File: config.mk
export PLATFORM = sky130hd
export DESIGN_NAME = bp_sacc_spm_dma_ctrl
export DESIGN_NICKNAME = d
export VERILOG_FILES = /design/src/rtl/bp_sacc_spm_dma_ctrl.sv
export SDC_FILE = /design/constraint.sdc
export NUM_CORES = 1
export LEC_CHECK = 0
export CAP_MARGIN = 5
export CORE_MARGIN = 3
export CORE_UTILIZATION = 45
export CTS_CLUSTER_SIZE = 25
export DETAILED_ROUTE_END_ITERATION = 8
export PLACE_DENSITY = 0.82
export SLEW_MARGIN = 20
export SYNTH_ARGS = -nofsm -noshare
export SYNTH_HDL_FRONTEND = slang
export SYNTH_SLANG_ARGS = --single-unit
File: constraint.sdc
create_clock -name clk_i -period 4 [get_ports clk_i]
set_input_delay 0.8 -clock clk_i [delete_from_list [all_inputs] [get_ports clk_i]]
set_output_delay 0.8 -clock clk_i [all_outputs]
set_load 0.05 [all_outputs]
File: src/rtl/bp_sacc_spm_dma_ctrl.sv
// Word-granular DMA sequencer: streams 4B uncached reads from memory into a selected scratchpad,
// bounding in-flight commands and reporting sticky done/err status to the CSR block.
module bp_sacc_spm_dma_ctrl #(
    parameter int unsigned paddr_width_p     = 40,
    parameter int unsigned spm_els_p         = 4096,
    parameter int unsigned num_spm_p         = 3,
    parameter int unsigned len_width_p       = 16,
    parameter int unsigned max_outstanding_p = 4
) (
    input  logic                         clk_i,
    input  logic                         reset_i,
    input  logic                         start_i,
    input  logic                         clear_i,
    input  logic [paddr_width_p-1:0]     src_addr_i,
    input  logic [len_width_p-1:0]       length_i,
    input  logic [1:0]                   spm_sel_i,
    input  logic [$clog2(spm_els_p)-1:0] spm_base_i,
    output logic                         busy_o,
    output logic                         done_o,
    output logic                         err_o,
    output logic                         mem_cmd_v_o,
    output logic [paddr_width_p-1:0]     mem_cmd_addr_o,
    input  logic                         mem_cmd_yumi_i,
    input  logic                         mem_resp_v_i,
    input  logic [31:0]                  mem_resp_data_i,
    output logic                         mem_resp_ready_o,
    input  logic                         spm_ready_i,
    output logic [num_spm_p-1:0]         spm_w_v_o,
    output logic [$clog2(spm_els_p)-1:0] spm_addr_o,
    output logic [31:0]                  spm_data_o
);

    localparam int unsigned spm_idx_w = $clog2(spm_els_p);
    localparam int unsigned out_w     = $clog2(max_outstanding_p + 1);

    typedef enum logic [1:0] {IDLE, ISSUE, DRAIN, DONE} state_e;

    state_e                   state_q, state_d;
    logic [paddr_width_p-1:0] src_q, src_d;
    logic [len_width_p-1:0]   len_q, len_d;
    logic [1:0]               sel_q, sel_d;
    logic [spm_idx_w-1:0]     base_q, base_d;
    logic [len_width_p-1:0]   issued_q, issued_d;
    logic [len_width_p-1:0]   received_q, received_d;
    logic [out_w-1:0]         out_q, out_d;
    logic                     err_q, err_d;

    logic                     active;
    logic                     cmd_v;
    logic                     cmd_fire;
    logic                     resp_ready;
    logic                     resp_fire;
    logic                     sel_ok;
    logic                     set_err;
    logic [len_width_p-1:0]   issued_nxt;
    logic [len_width_p-1:0]   received_nxt;

    // State and datapath registers
    always_ff @(posedge clk_i or negedge reset_i) begin
        if (!reset_i) begin
            state_q    <= IDLE;
            src_q      <= '0;
            len_q      <= '0;
            sel_q      <= '0;
            base_q     <= '0;
            issued_q   <= '0;
            received_q <= '0;
            out_q      <= '0;
            err_q      <= 1'b0;
        end else begin
            state_q    <= state_d;
            src_q      <= src_d;
            len_q      <= len_d;
            sel_q      <= sel_d;
            base_q     <= base_d;
            issued_q   <= issued_d;
            received_q <= received_d;
            out_q      <= out_d;
            err_q      <= err_d;
        end
    end

    // Next-state, counters and handshake decode
    always_comb begin
        state_d      = state_q;
        src_d        = src_q;
        len_d        = len_q;
        sel_d        = sel_q;
        base_d       = base_q;
        issued_d     = issued_q;
        received_d   = received_q;
        out_d        = out_q;
        err_d        = err_q;
        set_err      = 1'b0;

        active       = (state_q == ISSUE) || (state_q == DRAIN);
        cmd_v        = (state_q == ISSUE) && (32'(out_q) < max_outstanding_p) && (issued_q < len_q);
        cmd_fire     = cmd_v && mem_cmd_yumi_i;
        resp_ready   = active ? spm_ready_i : 1'b1;
        resp_fire    = mem_resp_v_i && resp_ready;
        sel_ok       = 32'(spm_sel_i) < num_spm_p;
        issued_nxt   = issued_q + len_width_p'(cmd_fire);
        received_nxt = received_q + len_width_p'(resp_fire);

        case (state_q)
            IDLE, DONE: begin
                if (clear_i) begin
                    err_d   = 1'b0;
                    state_d = IDLE;
                end
                if (start_i) begin
                    if (sel_ok) begin
                        src_d      = src_addr_i & ~paddr_width_p'(3);
                        len_d      = length_i;
                        sel_d      = spm_sel_i;
                        base_d     = spm_base_i;
                        issued_d   = '0;
                        received_d = '0;
                        out_d      = '0;
                        state_d    = (length_i == '0) ? DONE : ISSUE;
                    end else begin
                        set_err = 1'b1;
                    end
                end
                // Responses with nothing outstanding are drained and flagged
                if (resp_fire) set_err = 1'b1;
            end
            ISSUE, DRAIN: begin
                issued_d   = issued_nxt;
                received_d = received_nxt;
                out_d      = out_q + out_w'(cmd_fire) - out_w'(resp_fire);
                if (start_i) set_err = 1'b1;
                if (state_q == ISSUE) begin
                    if (issued_nxt == len_q) begin
                        state_d = (received_nxt == len_q) ? DONE : DRAIN;
                    end
                end else if (received_nxt == len_q) begin
                    state_d = DONE;
                end
            end
            default: state_d = IDLE;
        endcase

        if (set_err) err_d = 1'b1;
    end

    assign busy_o           = active;
    assign done_o           = (state_q == DONE);
    assign err_o            = err_q;
    assign mem_cmd_v_o      = cmd_v;
    assign mem_cmd_addr_o   = src_q + paddr_width_p'({issued_q, 2'b00});
    assign mem_resp_ready_o = resp_ready;
    assign spm_w_v_o        = (active && resp_fire) ? (num_spm_p'(1) << sel_q) : '0;
    assign spm_addr_o       = base_q + spm_idx_w'(received_q);
    assign spm_data_o       = mem_resp_data_i;

endmodule

=== Word-level counts from Yosys, hierarchy flattened ===
Index checks and enable logic that the tools add are counted.
W data, S select, Z words.

* Add/sub/neg operators: 6
* Order comparisons: 3
* Equal/unequal tests: 9
* Shifts and indexed selects: 1
* Mux-type cells: 26
* Reductions and logical operators: 16

{| class="wikitable"
|+ Operator list
! operator !! number
|-
| $pmux W16 S2 || 2
|-
| $add A40 B18 Y40 || 1
|-
| $add A16 B1 Y16 || 2
|-
| $eq A16 B16 Y1 || 2
|-
| $mux W16 || 2
|-
| $logic_not A16 Y1 || 1
|-
| $lt A16 B16 Y1 || 1
|-
| $mux W2 || 7
|-
| $add A12 B12 Y12 || 1
|-
| $mux W1 || 9
|-
| $mux W3 || 3
|-
| $ne A3 B3 Y1 const B || 2
|-
| $pmux W3 S2 || 1
|-
| $reduce_and A2 Y1 || 3
|-
| $logic_and A1 B1 Y1 || 5
|-
| $eq A2 B2 Y1 const B || 2
|-
| $ne A2 B2 Y1 const B || 2
|-
| $pmux W2 S2 || 1
|-
| $reduce_bool A2 Y1 || 2
|-
| $reduce_or A2 Y1 || 2
|-
| $add A3 B1 Y3 || 1
|-
| $lt A3 B3 Y1 const B || 1
|-
| $reduce_and A3 Y1 || 1
|-
| $shl A1 B2 Y3 const A || 1
|-
| other kinds (6) || 6
|}

* Flip-flop bits (word level): 106

=== Depth between registers and ports, before layout ===
* Depth after elaboration: 10
* Mapped depth: 20
* Depth with buffers taken out: 18

=== Worst setup path before layout ===
OpenSTA, ideal clock, no wires.

* Path type: flip-flop to output port
* From: register received_q[0]
* To: output port spm_addr_o[10]
* Arrival: 3.555 ns
* Required time: 3.200 ns
* Slack: -0.355 ns
* Cell stages (with the launch flop): 11
* Buffers on the path: 0
* Path through: dfrtp_1 -> ha_1 -> inv_1 -> fa_1 -> nor2b_1 -> o21ai_0 -> a21boi_0 -> o21ai_0 -> a21oi_1 -> o31ai_1 -> o311ai_0

* Longest elaborated chain between the ends: 1

{| class="wikitable"
|+ RTL lines
! what !! RTL line !! RTL
|-
| start, declared || 44 || <nowiki>logic [len_width_p-1:0] received_q, received_d;</nowiki>
|-
| start signal, assigned || 77 || <nowiki>received_q <= received_d;</nowiki>
|-
| $add A12 B12 Y12 || 154 || <nowiki>assign spm_addr_o = base_q + spm_idx_w'(received_q);</nowiki>
|-
| end, declared || 29 || <nowiki>output logic [$clog2(spm_els_p)-1:0] spm_addr_o,</nowiki>
|}

No other way between the ends.

=== Final worst setup path ===
* From: register issued_q[1]
* To: register state_q[1]

* Longest elaborated chain between the ends: 7

{| class="wikitable"
|+ RTL lines
! what !! RTL line !! RTL
|-
| start, declared || 43 || <nowiki>logic [len_width_p-1:0] issued_q, issued_d;</nowiki>
|-
| start signal, assigned || 76 || <nowiki>issued_q <= issued_d;</nowiki>
|-
| $lt A16 B16 Y1 || 97 || <nowiki>cmd_v = (state_q == ISSUE) && (32'(out_q) < max_outstanding_p) && (issued_q < len_q);</nowiki>
|-
| $logic_and A1 B1 Y1 || 97 ||
|-
| $logic_and A1 B1 Y1 || 98 || <nowiki>cmd_fire = cmd_v && mem_cmd_yumi_i;</nowiki>
|-
| $add A16 B1 Y16 (*) || 102 || <nowiki>issued_nxt = issued_q + len_width_p'(cmd_fire);</nowiki>
|-
| $eq A16 B16 Y1 (*) || 134 || <nowiki>if (issued_nxt == len_q) begin</nowiki>
|-
| $ne A3 B3 Y1 (no source line) (*) || -- ||
|-
| $reduce_and A2 Y1 (no source line) (*) || -- ||
|-
| end signal, assigned || 71 || <nowiki>state_q <= state_d;</nowiki>
|-
| end, declared || 38 || <nowiki>state_e state_q, state_d;</nowiki>
|}

Every way passes the cells marked *; elsewhere a longest branch is shown, timed or not.
A chain may end at the register's enable or synchronous reset.

==> qor.csv <==
stage,metric,value,unit
outcome,outcome,"finished, violations left",
outcome,violations,negative setup slack,
critical_path,end_kind,flop,
sta,hold_viol_final,0,
layout,drive_above_1_share,25.9,%
clock_network,clock_path_buffers,2,
clock_network,htreeDepth,3,
critical_path,startpoint_type,flop,
synthesis,seq_area_frac_synth,33.1,%
routing,wl_met1,9.45,mm
clock_network,cts.sinks,106,
layout,stdcell_count,1225,
layout,fin_nets,1156,
grt,grtUsageTotal,21.9,%
routing,vias,6993,
routing,routed.top_layer,met5,
sta,finalSetupViolCount,2,
routing,wl,21.8,mm
sta,post-route-period-util,104,%
grt,grt_pass1_wl,35.0,mm
clock_network,cts-buffers-inserted,9,
floorplan,io_pins,201,
synthesis,netlist_instances,849,
grt,grt_start_max_net_pins,77,
synthesis,synth_edf_count,0,
synthesis,ys_ff_latch,106,
floorplan,dieHeight,140,um
grt,grt_overflow,0,
sta,relSlewSlack,50.3,%
routing,wl_met3,1.29,mm
synthesis,avgSynthCellArea,9.45,sq um
placed_design,gp_congestion,0.939,
sta,rsz0062_at_grt,true,
critical_path,worstSetupPathType,reg2reg,
floorplan,start_util,46.2,%
routing,drt_first_pass_iters,5,
synthesis,syn_area,8020,sq um
clock_network,clk_pin_slew,0.07,ns
synthesis,ys.flop_type,dfrtp_1,
routing,route.detailed.drc,0,
floorplan,num_rows,48,
layout,synthToLayoutAreaGrowth,33.0,%
critical_path,critical-path-top-delay-family,compound AO/OA/AOI/OAI gates,
critical_path,worst-path-buf-inv,1,
floorplan,die_area,19500,sq um
critical_path,r2r_slack,-0.14,ns
critical_path,critical_path.slowest_cell,or4_4,
critical_path,crit-reg2reg-launch,issued_q[1],
clock_network,clk_latency,0.36,ns
critical_path,cpPeakStageDelay,0.55,ns
floorplan,coreArea,17400,sq um
critical_path,path_max_fanout,4,
critical_path,r2r_cells,18,
critical_path,cp-startpoint,issued_q[1],
sta,tightest_slew,0.745,ns
synthesis,async_flop_share,100,%
critical_path,cpMostUsedCell,a21o_1,
synthesis,ys.warnings.count,0,
sta,slew_violations,0,
critical_path,arrival,4.45,ns
sta,fin_crit,4.14,ns
placed_design,dpl.cell_count,1197,
critical_path,r2r-end,state_q[1],
flow_run,cap_viol_max_count,0,
critical_path,cp_cell_sequence,ha_1 -> a21o_1 -> a21o_1 -> a21o_1 -> a21o_1 -> a2111oi_4 -> o2111a_1 -> or2_4 -> ha_4 -> nand3_4 -> xor2_4 -> xnor2_2 -> or4_4 -> a2111oi_4 -> nand4_2 -> buf_4 -> o2111ai_2 -> o21a_1,
clock_network,root_buffer,clkbuf_16,
synthesis,synth_cell_type_count,75,
clock_network,tritoncts,yes,
layout,final_core_util,61.5,%
floorplan,chipWidth,140,um
routing,via_per_inst,5.71,
critical_path,cp.required,4.30,ns
grt,antenna_found_initial,1,
placed_design,io_buffers,132,
routing,drt_iter0_markers,473,
sta,timing.final.ws_setup,-0.144,ns
routing,drtAntennaViolNets,0,
routing,route.met2.wl,10.5,mm
clock_network,ctsHoldBuffers,0,
placed_design,dpl.hpwl,15.9,mm
sta,timing.fmax,241,MHz
hold_path,hold_class,in2async,
routing,post_drt_wl_per_cell,17.8,um
grt,grt_pass1_vias,6989,
sta,finClkSkew,0.00675,ns
## area by class of cell
class	instances	area (sq um)
Fill cell	1398	6690
Multi-Input combinational cell	623	5080
Sequential cell	106	2650
Timing Repair Buffer	205	2200
Tap cell	225	282
Clock buffer	10	229
Inverter	49	184
Clock inverter	6	43.8
Antenna cell	1	2.50
## worst max-delay path by stage
| stage | to | slack, ns | cells past startpoint |
|---|---|---|---|
| after CTS | state_q[0] | -0.09 | 17 |
| after detailed placement | state_q[0] | -0.32 | 13 |
| after global routing | state_q[0] | -0.35 | 18 |
| after floorplan | state_q[0] | 0.007 | 20 |
| final | state_q[1] | -0.14 | 18 |
| after global placement | state_q[1] | -0.26 | 13 |
## synthesized netlist by cell type (10+ instances only)
cell type | number | area (sq um)
nand3_1 | 38 | 190
and3_1 | 11 | 68.8
inv_1 | 48 | 180
nand2_1 | 46 | 173
dfrtp_1 | 106 | 2650
clkbuf_1 | 19 | 71.3
nand4_1 | 15 | 93.8
nor2_1 | 35 | 131
o21ai_0 | 33 | 165
a21oi_1 | 81 | 405
buf_4 | 36 | 270
mux2_2 | 68 | 766
nor3_1 | 10 | 50.1
xnor2_1 | 51 | 447
xor2_1 | 38 | 333
a21o_1 | 11 | 82.6
ha_1 | 50 | 626
## layer usage
| metal | vias up | global-route usage (%) |
|---|---|---|
| met5 | - | 0 |
| met4 | 2 | 6.18 |
| met3 | 50 | 4.54 |
| met2 | 251 | 36.3 |
| met1 | 3392 | 29.1 |
| li1 | 3298 | - |
## sequential cells by signal, indices dropped and copies added (netlist names)
signal      cells
src_q          38
issued_q       16
len_q          16
received_q     16
base_q         12
out_q           3
sel_q           2
state_q         2
err_o           1
## cells in the final DEF, fill, tap and decap left out, types with 7 or more instances in the layout
cell             count
buf_12              26
o21a_1               8
xnor2_1             50
mux2_2              68
nand3_1             34
o21ai_0             29
inv_1               47
dfrtp_1            106
buf_4               78
xor2_1              32
nand2_1             46
clkdlybuf4s50_1     90
a21oi_1             71
nor3_1               9
and3_1              10
nor4_1               7
a21o_1              11
a21oi_2              9
and4_1               9
nor2b_1              7
clkbuf_16           12
nand4_1             15
nor2_1              35
ha_1                47
## through the flow
step	instance area [sq um]	setup slack [ns]	hold WS, ns	setup TNS [ns]
after global placement	9970	-0.256	0.489	-0.505
after CTS	10400	-0.0931	0.522	-0.148
final	10700	-0.144	0.457	-0.287
after global routing	10700	-0.345	0.535	-0.815
after detailed placement	9970	-0.322	0.505	-0.636
after floorplan	8070	0.00676	0.484	0
## cells by family after synthesis
| group | count (synthesis) | synth area share, % |
|---|---|---|
| buf+inv | 121 | 7.83 |
| simple gates | 220 | 15.4 |
| mux | 69 | 9.67 |
| xor+xnor | 94 | 11.1 |
| compound gates | 185 | 14.3 |
| fa+ha+maj | 53 | 8.55 |
| other cells | 1 | 0.0468 |
| flops | 106 | 33.1 |
## what timing repair did
action,CTS,global route
buffers inserted,5,5
setup endpoints to repair,22,28
gates cloned,0,1
pin swaps,4,17
gates resized for setup,25,44
Power is left out: the tool's default activity adds up to more than one toggle a clock period on the data nets, which glitch-free logic cannot reach.
